### src/rtl/mul_pkg.sv
`default_nettype none
// ============================================================================
//  Module      : mul_pkg
//  Description : Shared definitions for the byte-serial RV32M multiply path:
//                op encodings, controller state codes and word geometry.
//  Revision    : 1.0 - initial release
// ============================================================================
package mul_pkg;

    // Operation select, equal to funct3[1:0] of the RV32M multiply group
    localparam logic [1:0] MUL_OP_MUL    = 2'b00;
    localparam logic [1:0] MUL_OP_MULH   = 2'b01;
    localparam logic [1:0] MUL_OP_MULHSU = 2'b10;
    localparam logic [1:0] MUL_OP_MULHU  = 2'b11;

    // Controller state codes
    localparam logic [1:0] ST_IDLE = 2'd0;
    localparam logic [1:0] ST_ITER = 2'd1;
    localparam logic [1:0] ST_FIX  = 2'd2;
    localparam logic [1:0] ST_DONE = 2'd3;

    localparam int BYTES_PER_WORD = 4;

    // Magnitude of a 32-bit value; 0x80000000 maps to itself (read as unsigned)
    function automatic logic [31:0] abs32(input logic [31:0] v, input logic neg);
        return neg ? (~v + 32'd1) : v;
    endfunction

endpackage : mul_pkg
`default_nettype wire

### src/rtl/mul_byte_datapath.sv
`default_nettype none
// ============================================================================
//  Module      : mul_byte_datapath
//  Description : 32x8 partial-product datapath. Selects byte i_cnt of the
//                multiplier magnitude by a byte-granular left rotate, forms
//                the 40-bit partial product and adds it, shifted by
//                8*i_cnt, into the 64-bit accumulator (the only register).
//  Revision    : 1.0 - initial release
// ============================================================================
module mul_byte_datapath
    import mul_pkg::*;
(
    input  logic        clk,
    input  logic        rst_n,
    input  logic        i_acc_clr,
    input  logic        i_acc_en,
    input  logic [31:0] i_abs_a,
    input  logic [31:0] i_abs_b,
    input  logic [1:0]  i_cnt,
    output logic [63:0] o_acc
);

    logic [63:0] r_acc;
    logic [1:0]  w_rot_amt;
    logic [5:0]  w_rot_sh;
    logic [31:0] w_rot;
    logic [7:0]  w_byte;
    logic [39:0] w_partial;
    logic [63:0] w_term;

    // Rotating left by ((4-cnt) mod 4) bytes brings byte cnt to the bottom
    assign w_rot_amt = 2'(BYTES_PER_WORD) - i_cnt;
    assign w_rot_sh  = {1'b0, w_rot_amt, 3'b000};
    // A zero rotate makes the right shift 32, which yields zero as required
    assign w_rot     = (i_abs_b << w_rot_sh) | (i_abs_b >> (6'd32 - w_rot_sh));
    assign w_byte    = 8'(w_rot);

    assign w_partial = {8'd0, i_abs_a} * {32'd0, w_byte};
    assign w_term    = {24'd0, w_partial} << {i_cnt, 3'b000};

    // Accumulator: cleared on request acceptance, accumulates one byte per ITER cycle
    always_ff @(posedge clk) begin
        if (!rst_n) begin
            r_acc <= 64'd0;
        end else if (i_acc_clr) begin
            r_acc <= 64'd0;
        end else if (i_acc_en) begin
            r_acc <= r_acc + w_term;
        end
    end

    assign o_acc = r_acc;

endmodule : mul_byte_datapath
`default_nettype wire

### src/rtl/mul_byte_seq.sv
`default_nettype none
// ============================================================================
//  Module      : mul_byte_seq
//  Description : Byte-serial RV32M MUL/MULH/MULHSU/MULHU controller. Takes
//                operand magnitudes and result sign at acceptance, walks the
//                four multiplier bytes through mul_byte_datapath, applies the
//                sign and returns the selected 32-bit half over valid/ready.
//                Optional macro MUL_EARLY_EXIT_EN: leave ITER as soon as all
//                remaining multiplier bytes are zero.
//  Revision    : 1.0 - initial release
// ============================================================================
module mul_byte_seq
    import mul_pkg::*;
(
    input  logic        clk_i,
    input  logic        rst_n_i,
    input  logic        valid_i,
    output logic        ready_o,
    input  logic [1:0]  op_i,
    input  logic [31:0] operand_a_i,
    input  logic [31:0] operand_b_i,
    output logic        valid_o,
    input  logic        ready_i,
    output logic [31:0] result_o
);

    logic [1:0]  r_state;
    logic [1:0]  r_cnt;
    logic [1:0]  r_op;
    logic        r_neg;
    logic [31:0] r_abs_a;
    logic [31:0] r_abs_b;
    logic [31:0] r_result;
    logic        r_valid;

    logic        w_sign_a;
    logic        w_sign_b;
    logic        w_accept;
    logic        w_last;
    logic [63:0] w_acc;
    logic [63:0] w_prod;

    // a is signed for MULH/MULHSU, b only for MULH
    assign w_sign_a = ((op_i == MUL_OP_MULH) || (op_i == MUL_OP_MULHSU)) && operand_a_i[31];
    assign w_sign_b = (op_i == MUL_OP_MULH) && operand_b_i[31];
    assign w_accept = valid_i && (r_state == ST_IDLE);

`ifdef MUL_EARLY_EXIT_EN
    logic w_upper_zero;

    // True when every multiplier byte above the current one is zero
    always_comb begin
        w_upper_zero = 1'b1;
        case (r_cnt)
            2'd0:    w_upper_zero = (r_abs_b[31:8]  == 24'd0);
            2'd1:    w_upper_zero = (r_abs_b[31:16] == 16'd0);
            2'd2:    w_upper_zero = (r_abs_b[31:24] == 8'd0);
            default: w_upper_zero = 1'b1;
        endcase
    end

    assign w_last = w_upper_zero;
`else
    assign w_last = (r_cnt == 2'd3);
`endif

    mul_byte_datapath u_datapath (
        .clk       (clk_i),
        .rst_n     (rst_n_i),
        .i_acc_clr (w_accept),
        .i_acc_en  (r_state == ST_ITER),
        .i_abs_a   (r_abs_a),
        .i_abs_b   (r_abs_b),
        .i_cnt     (r_cnt),
        .o_acc     (w_acc)
    );

    assign w_prod = r_neg ? (~w_acc + 64'd1) : w_acc;

    // Controller: accept, iterate over bytes, sign-fix, hold result until taken
    always_ff @(posedge clk_i) begin
        if (!rst_n_i) begin
            r_state  <= ST_IDLE;
            r_cnt    <= 2'd0;
            r_op     <= MUL_OP_MUL;
            r_neg    <= 1'b0;
            r_abs_a  <= 32'd0;
            r_abs_b  <= 32'd0;
            r_result <= 32'd0;
            r_valid  <= 1'b0;
        end else begin
            case (r_state)
                ST_IDLE: begin
                    if (valid_i) begin
                        r_abs_a <= abs32(operand_a_i, w_sign_a);
                        r_abs_b <= abs32(operand_b_i, w_sign_b);
                        r_neg   <= w_sign_a ^ w_sign_b;
                        r_op    <= op_i;
                        r_cnt   <= 2'd0;
                        r_state <= ST_ITER;
                    end
                end
                ST_ITER: begin
                    r_cnt <= r_cnt + 2'd1;
                    if (w_last) begin
                        r_state <= ST_FIX;
                    end
                end
                ST_FIX: begin
                    r_result <= (r_op == MUL_OP_MUL) ? w_prod[31:0] : w_prod[63:32];
                    r_valid  <= 1'b1;
                    r_state  <= ST_DONE;
                end
                ST_DONE: begin
                    if (ready_i) begin
                        r_valid <= 1'b0;
                        r_state <= ST_IDLE;
                    end
                end
                default: begin
                    r_state <= ST_IDLE;
                end
            endcase
        end
    end

    assign ready_o  = (r_state == ST_IDLE);
    assign valid_o  = r_valid;
    assign result_o = r_result;

endmodule : mul_byte_seq
`default_nettype wire

### config.mk
export PLATFORM = sky130hd
export DESIGN_NAME = mul_byte_seq
export DESIGN_NICKNAME = d
export VERILOG_FILES = /design/src/rtl/mul_pkg.sv /design/src/rtl/mul_byte_datapath.sv /design/src/rtl/mul_byte_seq.sv
export SDC_FILE = /design/constraint.sdc
export NUM_CORES = 1
export LEC_CHECK = 0
export CAP_MARGIN = 10
export CORE_ASPECT_RATIO = 0.7
export CORE_MARGIN = 3
export CORE_UTILIZATION = 30
export DETAILED_ROUTE_END_ITERATION = 12
export PLACE_DENSITY = 0.49
export SYNTH_ARGS = -nofsm -noshare
export SYNTH_HDL_FRONTEND = slang
export SYNTH_SLANG_ARGS = --single-unit
export TNS_END_PERCENT = 10
### constraint.sdc
create_clock -name clk_i -period 12.5 [get_ports clk_i]
set_clock_uncertainty 0.05 [all_clocks]
set_input_delay 1.875 -clock clk_i [delete_from_list [all_inputs] [get_ports clk_i]]
set_output_delay 1.875 -clock clk_i [all_outputs]
set_load 0.01 [all_outputs]
==> flow_summary_export.csv <==
group,metric,value,unit
cells_and_area,num_antenna_cells,0,
cts,clk-insertion-delay-late,0.51,ns
pwr,p_leak,10.5,nW
global_route,grt_max_degree,80,
place,dp_hpwl,55800,um
synth,async_reset_ff_frac,0,
die,ios,104,
pwr,p_per_area,143,mW/mm2
cts,cts_resized,0,
cts,cts_max_path_buffers,2,
cells_and_area,fin_nets,3174,
global_route,grt.overflow.total,0,
worst_setup_path,required,12.84,ns
die,die_x,328,um
synth,synth_edf_count,0,
timing,report.final.hold_viol_count,0,
routing,wl,69700,um
routing,via_count,19800,
hold_path,min_from,"r_neg",
timing,setup_tns,0,ns
pwr,ir_drop,126,uV
synth,syn-num-nets,3169,
worst_setup_path,r2r-start,"r_cnt[0]",
hold_path,hold_depth,2,
global_route,grt_pass1_vias,19200,
routing,first_iter_violations,1549,
synth,synthCells,2785,
worst_setup_path,start_kind,"flip-flop",
synth,synthTopCellsByArea,"fa_1 (17%), dfxtp_1 (15%), ha_1 (7.6%)",
timing,period_minus_slack,11.26,ns
global_route,use_met1,0.273,
timing,holdWs,0.400,ns
worst_setup_path,crit_path_top_delay_cell,"o22ai_2",
cells_and_area,final_util,0.343,
synth,ys_types,82,
cts,numCtsBuffers,17,
timing,fmax,88.8,MHz
worst_setup_path,r2r_cells,36,
synth,yosysWarningCount,0,
worst_setup_path,r2r_end,"u_datapath.o_acc[61]",
worst_setup_path,crit_type,"flip-flop to flip-flop",
synth,synth_top_area_cell,"fa_1",
global_route,grt_use_total,0.185,
cells_and_area,area_delta_synth_final,11.5,%
synth,avgSynthCellArea,7.82,um2
cells_and_area,stdcell_count,3757,
worst_setup_path,critical_path.max_fanout,37,
worst_setup_path,cp_slowest_stage_delay,0.88,ns
place,portBuffers,103,
timing,slew_viol_final,0,
run_status,status,"finished clean",
global_route,grt_use_met3,0.0435,
cts,postCtsSetupBuffers,0,
cts,cts_root_buf,"clkbuf_16",
routing,ant_nets,0,
timing,period_share,0.901,
place,dp.cells,3724,
die,rows,81,
synth,yosys_most_used_dff,"dfxtp_1",
global_route,grt_pass1_wl,111000,um
global_route,grt_use_met2,0.270,
routing,drc_errors,0,
routing,drt_first_pass_iters,6,
synth,syn_area,0.0218,mm2
place,gp_congestion,0.922,
timing,slew_headroom,0.191,
cts,cts_tree,"done",
timing,max_slew.worst_pin.slew,1.21,ns
die,start_util,0.308,
global_route,antenna_found_initial,4,
timing,setup_viol,0,
worst_setup_path,r2r_setup_slack,1.24,ns
hold_path,hold-path-endpoint,"r_neg",
worst_setup_path,arrival,11.60,ns
die,core,0.0708,mm2
global_route,busiest_layer,"met1",
die,dieArea,0.0759,mm2
synth,seq_area_frac_synth,0.154,
routing,viasPerCell,5.26,
cts,cts_hold_buf,0,
cts,clkSlewWorstSetupHoldPaths,0.07,ns
hold_path,min_path_type,"flip-flop to flip-flop",
synth,synth_seq_cells,168,
synth,synth.top_cell.area_share,0.166,
cts,htreeDepth,4,
die,dieHeight,231,um
cells_and_area,fill_cells,7539,
cells_and_area,drive_gt1_frac,0.0367,
timing,rsz0062_at_grt,"no",
worst_setup_path,cp-end-kind,"flip-flop",
routing,wl_per_cell,18.6,um
run,cap_violations,0,
cts,clkSinkCount,168,
==> layout by cell type, fill, tap and decap left out, types with 77 or more instances in the layout <==
cell type and count:
nor2b_1 190, inv_1 231, nand2_1 258, nor2_1 199
xnor2_1 96, dfxtp_1 167, fa_1 181, o21ai_0 183
and2_1 79, xor2_1 77, ha_1 131, mux2i_1 97
a21oi_1 161, clkdlybuf4s50_1 103
==> cell type report <==
cell class                 count  area [um2]  area share
inverter                     233         875      0.0360
multi-input combinational   2236       17000       0.699
tap                          954        1190      0.0491
timing repair buffer         134        1280      0.0525
clock inverter                11         134     0.00551
sequential                   168        3360       0.138
clock buffer                  21         460      0.0189
==> cells in the mapped netlist (all sizes together) (16+ instances only) <==
cell type    n
nand2      260
inv        232
nor2       200
nor2b      190
o21ai      184
fa         181
dfxtp      168
a21oi      161
ha         133
clkbuf     130
mux2i       97
xnor2       96
and2        80
xor2        77
a21o        63
nand3       50
nor3        45
nand2b      43
a31oi       30
nand4       30
nor4        24
or3         24
and3        21
or4         21
o21bai      19
o31ai       19
buf         18
o22ai       18
o211ai      17
a211oi      16
==> worst max path at each step <==
stage          startpoint                   end  slack (ns)  cells past startpoint
2_1_floorplan    r_cnt[0]  u_datapath.o_acc[62]        2.44                     42
3_3_place_gp     r_cnt[0]  u_datapath.o_acc[62]        1.69                     37
3_5_place_dp     r_cnt[0]  u_datapath.o_acc[61]        1.52                     36
4_1_cts          r_cnt[0]  u_datapath.o_acc[61]        1.47                     36
5_1_grt          r_cnt[0]  u_datapath.o_acc[61]        0.64                     36
6_report         r_cnt[0]  u_datapath.o_acc[61]        1.24                     36
==> registers in the layout, indices dropped and copies added (netlist names) <==
register,cells
r_abs_b,32
valid_o,1
r_cnt,2
u_datapath.o_acc,64
r_op,2
result_o,32
r_state,2
r_abs_a,32
r_neg,1
==> cell families (layout without fill, tap and decap cells) <==
group,count (synthesis),count (layout),synth area share
flops,168,168,0.154
simple gates,1022,1022,0.240
xor+xnor,173,173,0.0695
fa+ha+maj,314,314,0.243
buf+inv,381,399,0.0674
mux,100,100,0.0461
compound gates,627,627,0.180
==> layer usage <==
metal	vias to the layer above	part of all wire
li1	9531	-
met4	2	0.014
met5	-	0.00019
met1	9627	0.50
met2	565	0.42
met3	54	0.068
==> report_power, final <==
part           internal [mW]  total [mW]  switching [mW]  leakage [nW]
combinational          0.755        2.15            1.40          8.82
sequential             0.618       0.752           0.134          1.37
clock                  0.308       0.576           0.268         0.283
total                   1.68        3.48            1.80          10.5
==> through the flow <==
stage	setup WS [ns]	instance area (um2)	power, mW
after floorplan	2.44	21800	2.22
after global placement	1.69	23700	2.87
after detailed placement	1.52	23700	2.87
after CTS	1.47	24300	3.47
after global routing	0.636	24300	3.75
final	1.24	24300	3.48
==> worst max-delay path, delay by kind of cell, from the launching register on <==
| family | cells | cell delay, ns |
|---|---|---|
| AOI/OAI and AO/OA | 14 | 3.74 |
| xor gates and xnor gates | 1 | 0.11 |
| adders and majority gates | 7 | 3.29 |
| buffers and inverters | 5 | 0.43 |
| DFF | 1 | 0.35 |
| muxes | 1 | 0.29 |
| and+or+nand+nor | 8 | 2.83 |
Power figures use the tool's default switching activity.
==> RTL change: new RTL, config.mk and constraints unchanged <==
Make the reset (`rst_n` and `rst_n_i`) asynchronous in 2 clocked blocks.
--- a/src/rtl/mul_byte_datapath.sv
+++ b/src/rtl/mul_byte_datapath.sv
@@ -41,3 +41,3 @@
     // Accumulator: cleared on request acceptance, accumulates one byte per ITER cycle
-    always_ff @(posedge clk) begin
+    always_ff @(posedge clk or negedge rst_n) begin
         if (!rst_n) begin
--- a/src/rtl/mul_byte_seq.sv
+++ b/src/rtl/mul_byte_seq.sv
@@ -80,3 +80,3 @@
     // Controller: accept, iterate over bytes, sign-fix, hold result until taken
-    always_ff @(posedge clk_i) begin
+    always_ff @(posedge clk_i or negedge rst_n_i) begin
         if (!rst_n_i) begin
Function: differs if rst_n_i is asserted again (counterexample within 4 cycles, from zero or initial values and one cycle with rst_n_i low); with rst_n_i held inactive, the same outputs for 4 cycles.
==> RTL change against the original RTL <==
- synthesized area up 2.0%
- count of clock-buffer cells in the layout shrank 3
- fmax decreased by 6.9%
- sequential cell count unchanged
- wire length up 6.6%
- worst setup slack worse by 830 ps
- critical path depth grew 3
- cell area rose by 1.9%
- largest cell class unchanged
Power is left out: the tool's default activity adds up to more than one toggle a clock period on the data nets, which glitch-free logic cannot reach.
==> RTL change: results (changes against the original RTL) <==
stage;metric;value;unit;change
cts;clock buffer depth;2;;unchanged
cts;PostCTS Resize Cnt;0;;unchanged
sta;slew margin rel.;14.5;%;-4.6 points
global_route;initial antenna violation count;2;;-2
min_path;WHS Endpoint;r_abs_b[6]$_DFFE_PN0P_;;
cts;CTS buffer count;17;;unchanged
cts;Post-CTS Setup Bufs;0;;unchanged
logic_synthesis;most numerous cell in the Yosys netlist;nand2_1;;
logic_synthesis;ys flop type;dfrtp_1;;
critical_path;slowest stage cell, crit path;a2111oi_0;;
critical_path;worst-path fanout max;18;;-51%
min_path;worst hold start;r_abs_b[6]$_DFFE_PN0P_;;
critical_path;slowest stage delay, CP;670;ps;-210 ps
placement;IO buf count;103;;unchanged
placement;post-DP HPWL;59900;um;+7.2%
routing;WL/cell;20.2;um;+8.9%
logic_synthesis;Distinct cells, synth;74;;-9.8%
critical_path;CP arrival;12430;ps;+830 ps
critical_path;RR Endpoint;u_datapath.o_acc[63]$_DFFE_PN0P_;;
min_path;HP Class;flop to flop;;
cts;Clock Root Buffer;clkbuf_16;;
global_route;first-pass GRT wire length;115000;um;+4.0%
min_path;Min-Delay Path Depth;2;;unchanged
routing;DRT Pass-1 Iters;6;;unchanged
logic_synthesis;Post-synth top cells;nand2_1, inv_1, o21ai_0;;
logic_synthesis;Area contributors post-synth;dfrtp_1, fa_1, ha_1, nor2b_1, xnor2_1;;
global_route;Tot GR Track Use;19.1;%;+0.60 points
logic_synthesis;Post-synth ARST share;100;%;+100 points
routing;Initial DRC Count;1760;;+14%
layout;Largest register FFs;64;;unchanged
status;status;complete, no violations;;
cts;Worst-Skew Late Latency;500;ps;
layout;Nets;3089;;-2.7%
critical_path;Worst Path Class, Setup;flop to flop;;
cts;clock slew at reported path FFs;80;ps;
sta;Setup TNS Final;0;ps;unchanged
logic_synthesis;Ys Warns;0;;unchanged
sta;hold_ws;429;ps;+29.2 ps
sta;Final setup violation count;0;;unchanged
routing;routed vias;19383;;-2.0%
placement;GPL Wtd Cong;0.908;;-1.5%
critical_path;Worst Setup SP;r_cnt[1]$_DFFE_PN0P_;;
critical_path;internal reg-to-reg setup slack;410;ps;-830 ps
global_route;largest net degree at the start of global routing;108;;+35%
critical_path;worst reg-to-reg path cell count;39;;+8.3%
layout;antenna diode count;0;;unchanged
cts;H-tree depth;4;;unchanged
logic_synthesis;Seq/Total Area, Yosys;18.9;%;+3.5 points
layout;share of cells above drive strength 1;3.80;%;+0.13 points
[RTL change: changes by cell type after synthesis, sizes merged, moves of 10 or more]
cell	change
dfxtp	-168
mux2i	-24
o31ai	+16
nor2b	-25
nand2	-10
nor2	-29
nand3	-19
nor3	-16
dfrtp	+168
o21ai	+17
xnor2	+21
xor2	+14
mux2	+12
[RTL change: cell families after synthesis]
kind of cell,synth area share [%]
flops,18.9
mux,4.15
xor+xnor,8.20
simple gates,20.9
buf+inv,6.32
compound gates,17.3
fa+ha+maj,24.2
[RTL change: metrics by stage]
step | instances | setup slack [ps] | cell area, um^2
6_report | 3676 | 409 | 24800
5_1_grt | 3676 | 145 | 24800
4_1_cts | 3676 | 898 | 24800
3_5_place_dp | 3645 | 977 | 24200
3_3_place_gp | 3645 | 860 | 24200
2_1_floorplan | 2688 | 2160 | 22200
[RTL change: final cells by class]
class / count / area (um^2)
Sequential cell: 168 / 4210
Multi-Input combinational cell: 2148 / 16700
Timing Repair Buffer: 128 / 1220
Clock inverter: 13 / 160
Tap cell: 966 / 1210
Inverter: 235 / 882
Clock buffer: 18 / 439
Fill cell: 7626 / 47700
[RTL change: worst max-delay path: cells and delay by family, from the launching register on]
| kind | cells | cell delay, ps |
|---|---|---|
| AND/OR/NAND/NOR | 4 | 960 |
| multiplexers | 2 | 380 |
| AO/OA/AOI/OAI | 20 | 6480 |
| flip-flops | 1 | 350 |
| adder cells (fa/ha/maj) | 7 | 2940 |
| buffers and inverters | 6 | 780 |
[RTL change: routing by layer]
metal | share of wire, % | track usage (%) | vias to the layer above | wire, um
li1 | - | - | 9123 | -
met2 | 40 | 26.2 | 511 | 29800
met3 | 6.0 | 3.64 | 43 | 4470
met4 | 0.98 | 3.26 | 0 | 725
met1 | 53 | 30.5 | 9706 | 39300
met5 | 0 | 0 | - | 0
